## src/rtl/subleq_pc_ctrl_if.sv

```systemverilog
// Control-strobe and program-counter status bundle between the SUBLEQ control FSM and the PC unit.
interface subleq_pc_ctrl_if #(
    parameter int unsigned WORD_SIZE   = 16,
    parameter int unsigned STEP_W      = 2,
    parameter int unsigned STACK_DEPTH = 4
);
    localparam int unsigned DEPTH_W = $clog2(STACK_DEPTH + 1);

    logic                 en;
    logic                 branch;
    logic                 call;
    logic                 ret;
    logic [STEP_W-1:0]    step;
    logic [WORD_SIZE-1:0] addr;
    logic [WORD_SIZE-1:0] pc_out;
    logic [DEPTH_W-1:0]   depth;
    logic                 stack_empty;
    logic                 stack_full;
    logic                 fault;
    logic                 halted;

    modport master (
        output en, branch, call, ret, step, addr,
        input  pc_out, depth, stack_empty, stack_full, fault, halted
    );

    modport slave (
        input  en, branch, call, ret, step, addr,
        output pc_out, depth, stack_empty, stack_full, fault, halted
    );
endinterface

```

## src/rtl/subleq_pc_ctrl.sv

```systemverilog
// SUBLEQ program counter with variable step, return-address stack and sticky fault reporting.
// Define SUBLEQ_PC_HALT_DETECT_EN to freeze the unit on a self-targeting branch or call.
module subleq_pc_ctrl #(
    parameter int unsigned          WORD_SIZE    = 16,
    parameter int unsigned          STEP_W       = 2,
    parameter int unsigned          STACK_DEPTH  = 4,
    parameter logic [WORD_SIZE-1:0] RESET_VECTOR = '0
) (
    input logic              clk,
    input logic              areset,
    subleq_pc_ctrl_if.slave  bus
);
    localparam int unsigned DEPTH_W = $clog2(STACK_DEPTH + 1);
    localparam int unsigned IDX_W   = (STACK_DEPTH > 1) ? $clog2(STACK_DEPTH) : 1;
`ifdef SUBLEQ_PC_HALT_DETECT_EN
    localparam bit HALT_EN = 1'b1;
`else
    localparam bit HALT_EN = 1'b0;
`endif

    logic [WORD_SIZE-1:0] r_pc;
    logic [WORD_SIZE-1:0] w_pc_next;
    logic [WORD_SIZE-1:0] w_ret_addr;
    logic [DEPTH_W-1:0]   r_depth;
    logic [DEPTH_W-1:0]   w_depth_next;
    logic                 r_fault;
    logic                 w_fault_next;
    logic                 r_halted;
    logic                 w_halted_next;
    logic                 w_push;
    logic [IDX_W-1:0]     w_push_idx;
    logic [IDX_W-1:0]     w_top_idx;
    logic                 w_frozen;
    logic                 w_illegal;
    logic                 w_empty;
    logic                 w_full;
    logic                 w_self;
    logic [WORD_SIZE-1:0] r_stack [STACK_DEPTH];

    assign w_ret_addr = r_pc + WORD_SIZE'(bus.step);
    assign w_push_idx = IDX_W'(r_depth);
    assign w_top_idx  = IDX_W'(r_depth - DEPTH_W'(1));
    assign w_empty    = (r_depth == '0);
    assign w_full     = (r_depth == DEPTH_W'(STACK_DEPTH));
    assign w_frozen   = r_fault | r_halted;
    assign w_illegal  = (bus.branch & bus.call) | (bus.branch & bus.ret) | (bus.call & bus.ret);
    assign w_self     = (bus.addr == r_pc);

    // Next-state selection: stall, then illegal combination, then ret > call > branch > step.
    always_comb begin
        w_pc_next     = r_pc;
        w_depth_next  = r_depth;
        w_fault_next  = r_fault;
        w_halted_next = r_halted;
        w_push        = 1'b0;
        if (!w_frozen && bus.en) begin
            if (w_illegal) begin
                w_fault_next = 1'b1;
            end else if (bus.ret) begin
                if (w_empty) begin
                    w_fault_next = 1'b1;
                end else begin
                    w_pc_next    = r_stack[w_top_idx];
                    w_depth_next = r_depth - DEPTH_W'(1);
                end
            end else if (bus.call) begin
                if (w_full) begin
                    w_fault_next = 1'b1;
                end else begin
                    w_push        = 1'b1;
                    w_pc_next     = bus.addr;
                    w_depth_next  = r_depth + DEPTH_W'(1);
                    w_halted_next = HALT_EN & w_self;
                end
            end else if (bus.branch) begin
                w_pc_next     = bus.addr;
                w_halted_next = HALT_EN & w_self;
            end else begin
                w_pc_next = w_ret_addr;
            end
        end
    end

    always_ff @(posedge clk or posedge areset) begin
        if (areset) begin
            r_pc     <= RESET_VECTOR;
            r_depth  <= '0;
            r_fault  <= 1'b0;
            r_halted <= 1'b0;
        end else begin
            r_pc     <= w_pc_next;
            r_depth  <= w_depth_next;
            r_fault  <= w_fault_next;
            r_halted <= w_halted_next;
        end
    end

    // Stack contents are don't-care after reset, so the storage carries no reset.
    always_ff @(posedge clk) begin
        if (w_push) begin
            r_stack[w_push_idx] <= w_ret_addr;
        end
    end

    assign bus.pc_out      = r_pc;
    assign bus.depth       = r_depth;
    assign bus.stack_empty = w_empty;
    assign bus.stack_full  = w_full;
    assign bus.fault       = r_fault;
    assign bus.halted      = r_halted;
endmodule

```

## src/flat_wrapper.sv

```systemverilog
// flat-port wrapper written by rule: the top's interface ports become plain ports
module subleq_pc_ctrl_flat 
#(
    parameter int unsigned          WORD_SIZE    = 16,
    parameter int unsigned          STEP_W       = 2,
    parameter int unsigned          STACK_DEPTH  = 4,
    parameter logic [WORD_SIZE-1:0] RESET_VECTOR = '0
)
  (clk, areset, bus_en, bus_branch, bus_call, bus_ret, bus_step, bus_addr, bus_pc_out, bus_depth, bus_stack_empty, bus_stack_full, bus_fault, bus_halted);
  subleq_pc_ctrl_if #(.WORD_SIZE(WORD_SIZE), .STEP_W(STEP_W), .STACK_DEPTH(STACK_DEPTH)) bus_i ();
  input logic clk;
  input logic areset;
  input wire logic [$bits(bus_i.en)-1:0] bus_en;
  input wire logic [$bits(bus_i.branch)-1:0] bus_branch;
  input wire logic [$bits(bus_i.call)-1:0] bus_call;
  input wire logic [$bits(bus_i.ret)-1:0] bus_ret;
  input wire logic [$bits(bus_i.step)-1:0] bus_step;
  input wire logic [$bits(bus_i.addr)-1:0] bus_addr;
  output wire logic [$bits(bus_i.pc_out)-1:0] bus_pc_out;
  output wire logic [$bits(bus_i.depth)-1:0] bus_depth;
  output wire logic [$bits(bus_i.stack_empty)-1:0] bus_stack_empty;
  output wire logic [$bits(bus_i.stack_full)-1:0] bus_stack_full;
  output wire logic [$bits(bus_i.fault)-1:0] bus_fault;
  output wire logic [$bits(bus_i.halted)-1:0] bus_halted;
  assign bus_i.en = bus_en;
  assign bus_i.branch = bus_branch;
  assign bus_i.call = bus_call;
  assign bus_i.ret = bus_ret;
  assign bus_i.step = bus_step;
  assign bus_i.addr = bus_addr;
  assign bus_pc_out = bus_i.pc_out;
  assign bus_depth = bus_i.depth;
  assign bus_stack_empty = bus_i.stack_empty;
  assign bus_stack_full = bus_i.stack_full;
  assign bus_fault = bus_i.fault;
  assign bus_halted = bus_i.halted;
  subleq_pc_ctrl #(.WORD_SIZE(WORD_SIZE), .STEP_W(STEP_W), .STACK_DEPTH(STACK_DEPTH), .RESET_VECTOR(RESET_VECTOR)) u_core (.clk(clk), .areset(areset), .bus(bus_i));
endmodule
```

## config.mk

```make
export PLATFORM = sky130hd
export DESIGN_NAME = subleq_pc_ctrl_flat
export DESIGN_NICKNAME = d
export VERILOG_FILES = /design/src/rtl/subleq_pc_ctrl_if.sv /design/src/rtl/subleq_pc_ctrl.sv /design/src/flat_wrapper.sv
export SDC_FILE = /design/constraint.sdc
export NUM_CORES = 1
export LEC_CHECK = 0
export CORE_MARGIN = 3
export CORE_UTILIZATION = 35
export CTS_CLUSTER_SIZE = 12
export DETAILED_ROUTE_END_ITERATION = 7
export DONT_BUFFER_PORTS = 1
export GPL_TIMING_DRIVEN = 0
export PLACE_DENSITY = 0.51
export SLEW_MARGIN = 20
export SYNTH_ARGS = -nofsm -noshare
export SYNTH_HDL_FRONTEND = slang
export SYNTH_SLANG_ARGS = --single-unit
```

## constraint.sdc

```tcl
create_clock -name clk -period 6.2 [get_ports clk]
set_input_delay 0.62 -clock clk [delete_from_list [all_inputs] [get_ports clk]]
set_output_delay 0.62 -clock clk [all_outputs]
set_load 0.03 [all_outputs]
```

* Word level (Yosys, flattened, before mapping) *
Memory sizes are Yosys's and may differ from the RTL's.
Index checks and enable logic that the tools add are counted.

storage, ports and cells
  register bits after elaboration = 21
  memory bits (writable) = 64
  input bits = 24
  output and inout port bits = 23
  memories kept = 1

memory list
  name            words  bits a word  read ports  clocked after memory_dff  wr ports  RTL line              source
  u_core.r_stack  4      16           1           0                         1         subleq_pc_ctrl.sv:38  logic [WORD_SIZE-1:0] r_stack [STACK_DEPTH];

cells by class
  add/sub/neg operators = 3
  eq/ne operators = 6
  multiplexer cells = 24
  bitwise logic cells = 8
  reductions and logical operators = 11

operators with widths
  operator             count
  $mux 16              5
  $add 16x2->16        1
  $mux 1               15
  $mux 3               4
  $reduce_and 5->1     2
  $reduce_and 4->1     2
  $ne 2x2->1 const B   3
  $reduce_bool 3->1    2
  $reduce_bool 2->1    2
  $add 3x1->3 const B  1
  $and 1x1->1          3
  $eq 3x3->1 const B   1
  $logic_not 3->1      1
  $ne 3x1->1 const B   1
  $ne 3x3->1 const B   1
  $or 1x1->1           3
  $sub 3x1->3 const B  1
  $not 1->1            2
  $logic_and 1x1->1    1
  $logic_not 1->1      1

* Logic depth before layout (Yosys ltp) *
  depth in word-level cells = 8
  mapped depth = 10
  depth with buffers taken out = 7

* Worst setup path after synthesis *
No wires, ideal clock.

  kind = reg2reg
  start = register u_core.r_depth[0] (netlist: u_core.bus.depth[0])
  end = memory u_core.r_stack[0][0] (enable)
  arrival = 3.435 ns
  data required time = 5.770 ns
  path slack = 2.334 ns
  stages on the path, launching flop included = 8
  period minus slack after synthesis = 3.866 ns
  cell sequence = dfrtp_1 > buf_2 > buf_6 > inv_1 > ha_1 > and2_1 > nand2b_1 > nor4_1

on the way
  word-level cells in the longest chain between the ends = 8

ends and longest elaborated chain
  element                       RTL line               source
  start, declared               subleq_pc_ctrl.sv:24   logic [DEPTH_W-1:0] r_depth;
  start signal, assigned        subleq_pc_ctrl.sv:92   r_depth <= w_depth_next;
  $eq 3x3->1                    subleq_pc_ctrl.sv:44   assign w_full = (r_depth == DEPTH_W'(STACK_DEPTH));
  via bus_stack_full            flat_wrapper.sv:22     output wire logic [$bits(bus_i.stack_full)-1:0] bus_stack_full;
  $mux 1                        subleq_pc_ctrl.sv:67   if (w_full) begin
  $mux 1                        subleq_pc_ctrl.sv:66   end else if (bus.call) begin
  $mux 1                        subleq_pc_ctrl.sv:59   end else if (bus.ret) begin
  $mux 1                        subleq_pc_ctrl.sv:57   if (w_illegal) begin
  $mux 1                        subleq_pc_ctrl.sv:56   if (!w_frozen && bus.en) begin
  $mux 1                        subleq_pc_ctrl.sv:100  if (w_push) begin
  $mux 1 (not written as such)  subleq_pc_ctrl.sv:101  r_stack[w_push_idx] <= w_ret_addr;
  end, declared                 subleq_pc_ctrl.sv:38

The timed path passes the listed nets, and every way through them passes these cells.

* Worst setup path after layout *
  start = register u_core.r_depth[0] (netlist: u_core.bus.depth[0])
  end = memory u_core.r_stack[3][7] (enable)

Same word-level chain as after synthesis.

==> results.cfg <==
[die]
chipWidth_um = 116.0
io-pin-count = 47
initial_core_util_pct = 36.48
fp-row-count = 39
die-height_um = 116.0
fp.coreArea_um2 = 11610
die_area_um2 = 13460

[critical_path]
timing.rr.start = u_core.bus.depth[0]
cp.required_ns = 6.16
cp_slowest_cell = and2_1
critPathMaxFanout = 16
cp_common_cell = and2_1
reg2reg_slack_ns = 2.69
reg2reg_depth = 8
path_cells = buf_2, buf_6, inv_1, ha_1, and2_1, nand2b_1, nor3_2, and2_1
endpoint = u_core.r_stack[3][7]
max_stage_delay_ns = 0.81
worstPathArrival_ns = 3.47
crit_start = u_core.bus.depth[0]
crit_path_start_kind = flop
crit_path_end_kind = flop
timing.rr.end = u_core.r_stack[3][7]
worst-setup-path-type = flop to flop

[drt]
dr_total_vias = 2704
viasPerCell = 5.633
routed_wl_um = 10730
wl_per_cell_um = 22.36
drtAntennaViolNets = 0
drtIter0Drc = 269
remaining_drc_errors = 0
drtPass1Iterations = 5

[global_routing]
first_global_vias = 2821
grt_pass1_wl_um = 16970
grt_antenna_before_repair = 1
grt_usage_pct = 17.38
grt_overflow = 0
grt_max_degree = 21

[final_layout]
antenna_cells = 0
nets = 364
drive_gt1_share_pct = 18.69
finalNonFillerCells = 480
design_area_um2 = 4747
final_util_pct = 40.87
area_delta_synth_final_pct = 12.05

[timing]
setup_violations = 0
worst_slew_pin_slew_ns = 0.9737
rsz0062_at_grt = false
maxSlewHeadroom_pct = 35.09
max_freq_mhz = 285.0
finalSetupTns_ns = 0
final.setup_skew_ns = 0.005953
whs_ns = 0.3814
fin_crit_sh_pct = 56.60
drv_slew = 0
finalCriticalPeriod_ns = 3.509
finalHoldViolCount = 0

[logic_synthesis]
synth_area_leader_cell = edfxtp_1
syn_inst = 318
ys_ff_latch = 84
synth_edf_count = 64
synth_cell_types = 63
synth_area_um2 = 4237
yosysWarnings = 0
synth.avg_cell_area_um2 = 13.32
ys_seq_area_share_pct = 57.18
synth_async_sr_flop_share_pct = 23.81
netlist.area_leader.share_pct = 45.36
syn_nets = 350
synth_ff_type = edfxtp_1
synth_area_leaders = edfxtp_1 (45%), dfrtp_1 (12%), mux4_2 (8.5%)

[place]
post_dp_cell_area_um2 = 4439
place_congestion = 0.8378
io_buffers = 0
dp_cells = 464
hpwl_um = 7680

[clock_network]
clkSlewWorstSetupHoldPaths_ns = 0.06
numCtsBuffers = 9
root_buffer = clkbuf_16
cts_tree = built
cts_max_level = 3
cts_setup_buffers = 0
cts_resized = 0
clkLatencyLatePin_ns = 0.34
cts_sinks = 84
clockBufferDepth = 2
ctsHoldBuffers = 0

[flow_run]
maxCapViolations = 0

[min_path]
hp-class = input pin to async pin

[power]
leakage_nw = 1.664
ir_worst_vdd_v = 0.0001287
powerDensity_nw_per_um2 = 375.4

[run_status]
status = completed
cell usage after synthesis (8+ instances only):
| library cell | count |
|---|---|
| mux4_2 | 16 |
| nor2_1 | 14 |
| buf_2 | 11 |
| inv_1 | 12 |
| a21oi_1 | 8 |
| nand2_1 | 22 |
| xnor2_1 | 10 |
| edfxtp_1 | 64 |
| dfrtp_1 | 20 |
| nor3_1 | 9 |
| o21ai_0 | 14 |
flip-flops by register name (all words and copies together) (netlist names):
register	cells
u_core.bus.depth	3
u_core.bus.fault	1
u_core.r_stack	64
u_core.bus.pc_out	16
worst min-delay path by stage:
stage                                start               endpoint  slack (ns)  cells after the start
after CTS                           areset       u_core.bus.fault        0.42                      1
after global routing                areset    u_core.bus.depth[0]        0.45                      1
final                               areset  u_core.bus.pc_out[12]        0.38                      1
after global placement    u_core.bus.fault       u_core.bus.fault        0.69                      1
after floorplan                     areset    u_core.bus.depth[0]        0.58                      1
after detailed placement  u_core.bus.fault       u_core.bus.fault        0.69                      1
routing by layer:
layer / up-vias / global-route usage, % / routed length [um]
li1: 1262 / - / -
met1: 1363 / 22.54 / 4718
met2: 64 / 27.35 / 5025
met3: 13 / 6.162 / 827
met4: 2 / 5.646 / 146
met5: - / 0 / 13
power by group:
| part | switching, mW | internal (mW) | leakage [nW] | total, mW |
|---|---|---|---|---|
| logic | 0.245 | 0.183 | 0.687 | 0.428 |
| registers | 0.126 | 0.670 | 0.823 | 0.796 |
| clock network | 0.208 | 0.349 | 0.154 | 0.557 |
logic make-up (layout without fill, tap and decap cells):
logic type | after synthesis | in the layout | share of synthesized area (%)
AOI/OAI and AO/OA | 62 | 62 | 10.48
xor gates and xnor gates | 14 | 14 | 2.894
adders and majority gates | 9 | 9 | 2.806
buffers and inverters | 33 | 52 | 3.691
DFF | 84 | 84 | 57.18
muxes | 24 | 24 | 10.78
other | 1 | 1 | 0.08852
and+or+nand+nor | 91 | 91 | 12.08
through the flow:
| stage | power, mW | setup slack [ns] |
|---|---|---|
| floorplan | 1.119 | 2.334 |
| finish | 1.782 | 2.691 |
| global route | 1.877 | 2.440 |
| detailed placement | 1.240 | 2.588 |
| global placement | 1.233 | 0.5084 |
| CTS | 1.798 | 2.580 |
final cells by class:
type / count / area, um^2
flip-flops and latches: 84 / 2422
clock inverters: 6 / 78.83
multi-input cells: 201 / 1664
well taps: 143 / 178.9
inverters: 12 / 45.04
repair buffers: 3 / 17.52
fillers: 1107 / 6867
clock buffers: 10 / 229.0
plain buffers: 21 / 111.4
worst max-delay path, delay by kind of cell (launching register included):
kind,cells,cell delay (ns)
buffers and inverters,3,0.76
flip-flops,1,0.56
adder cells (fa/ha/maj),1,0.30
AND/OR/NAND/NOR,4,1.50
cell usage in the layout (no fill, tap or decap), types with 6 or more instances in the layout:
cell,count
edfxtp_1,64
nand2_1,22
dfrtp_1,20
mux4_2,16
nor2_1,14
o21ai_0,14
buf_2,13
inv_1,12
xnor2_1,10
nor3_1,9
clkbuf_16,9
a21oi_1,8
clkbuf_1,7
nand3_1,7
nand4_1,7
ha_1,7
a31oi_1,6
Note: power is estimated with default switching activity, not from simulation.
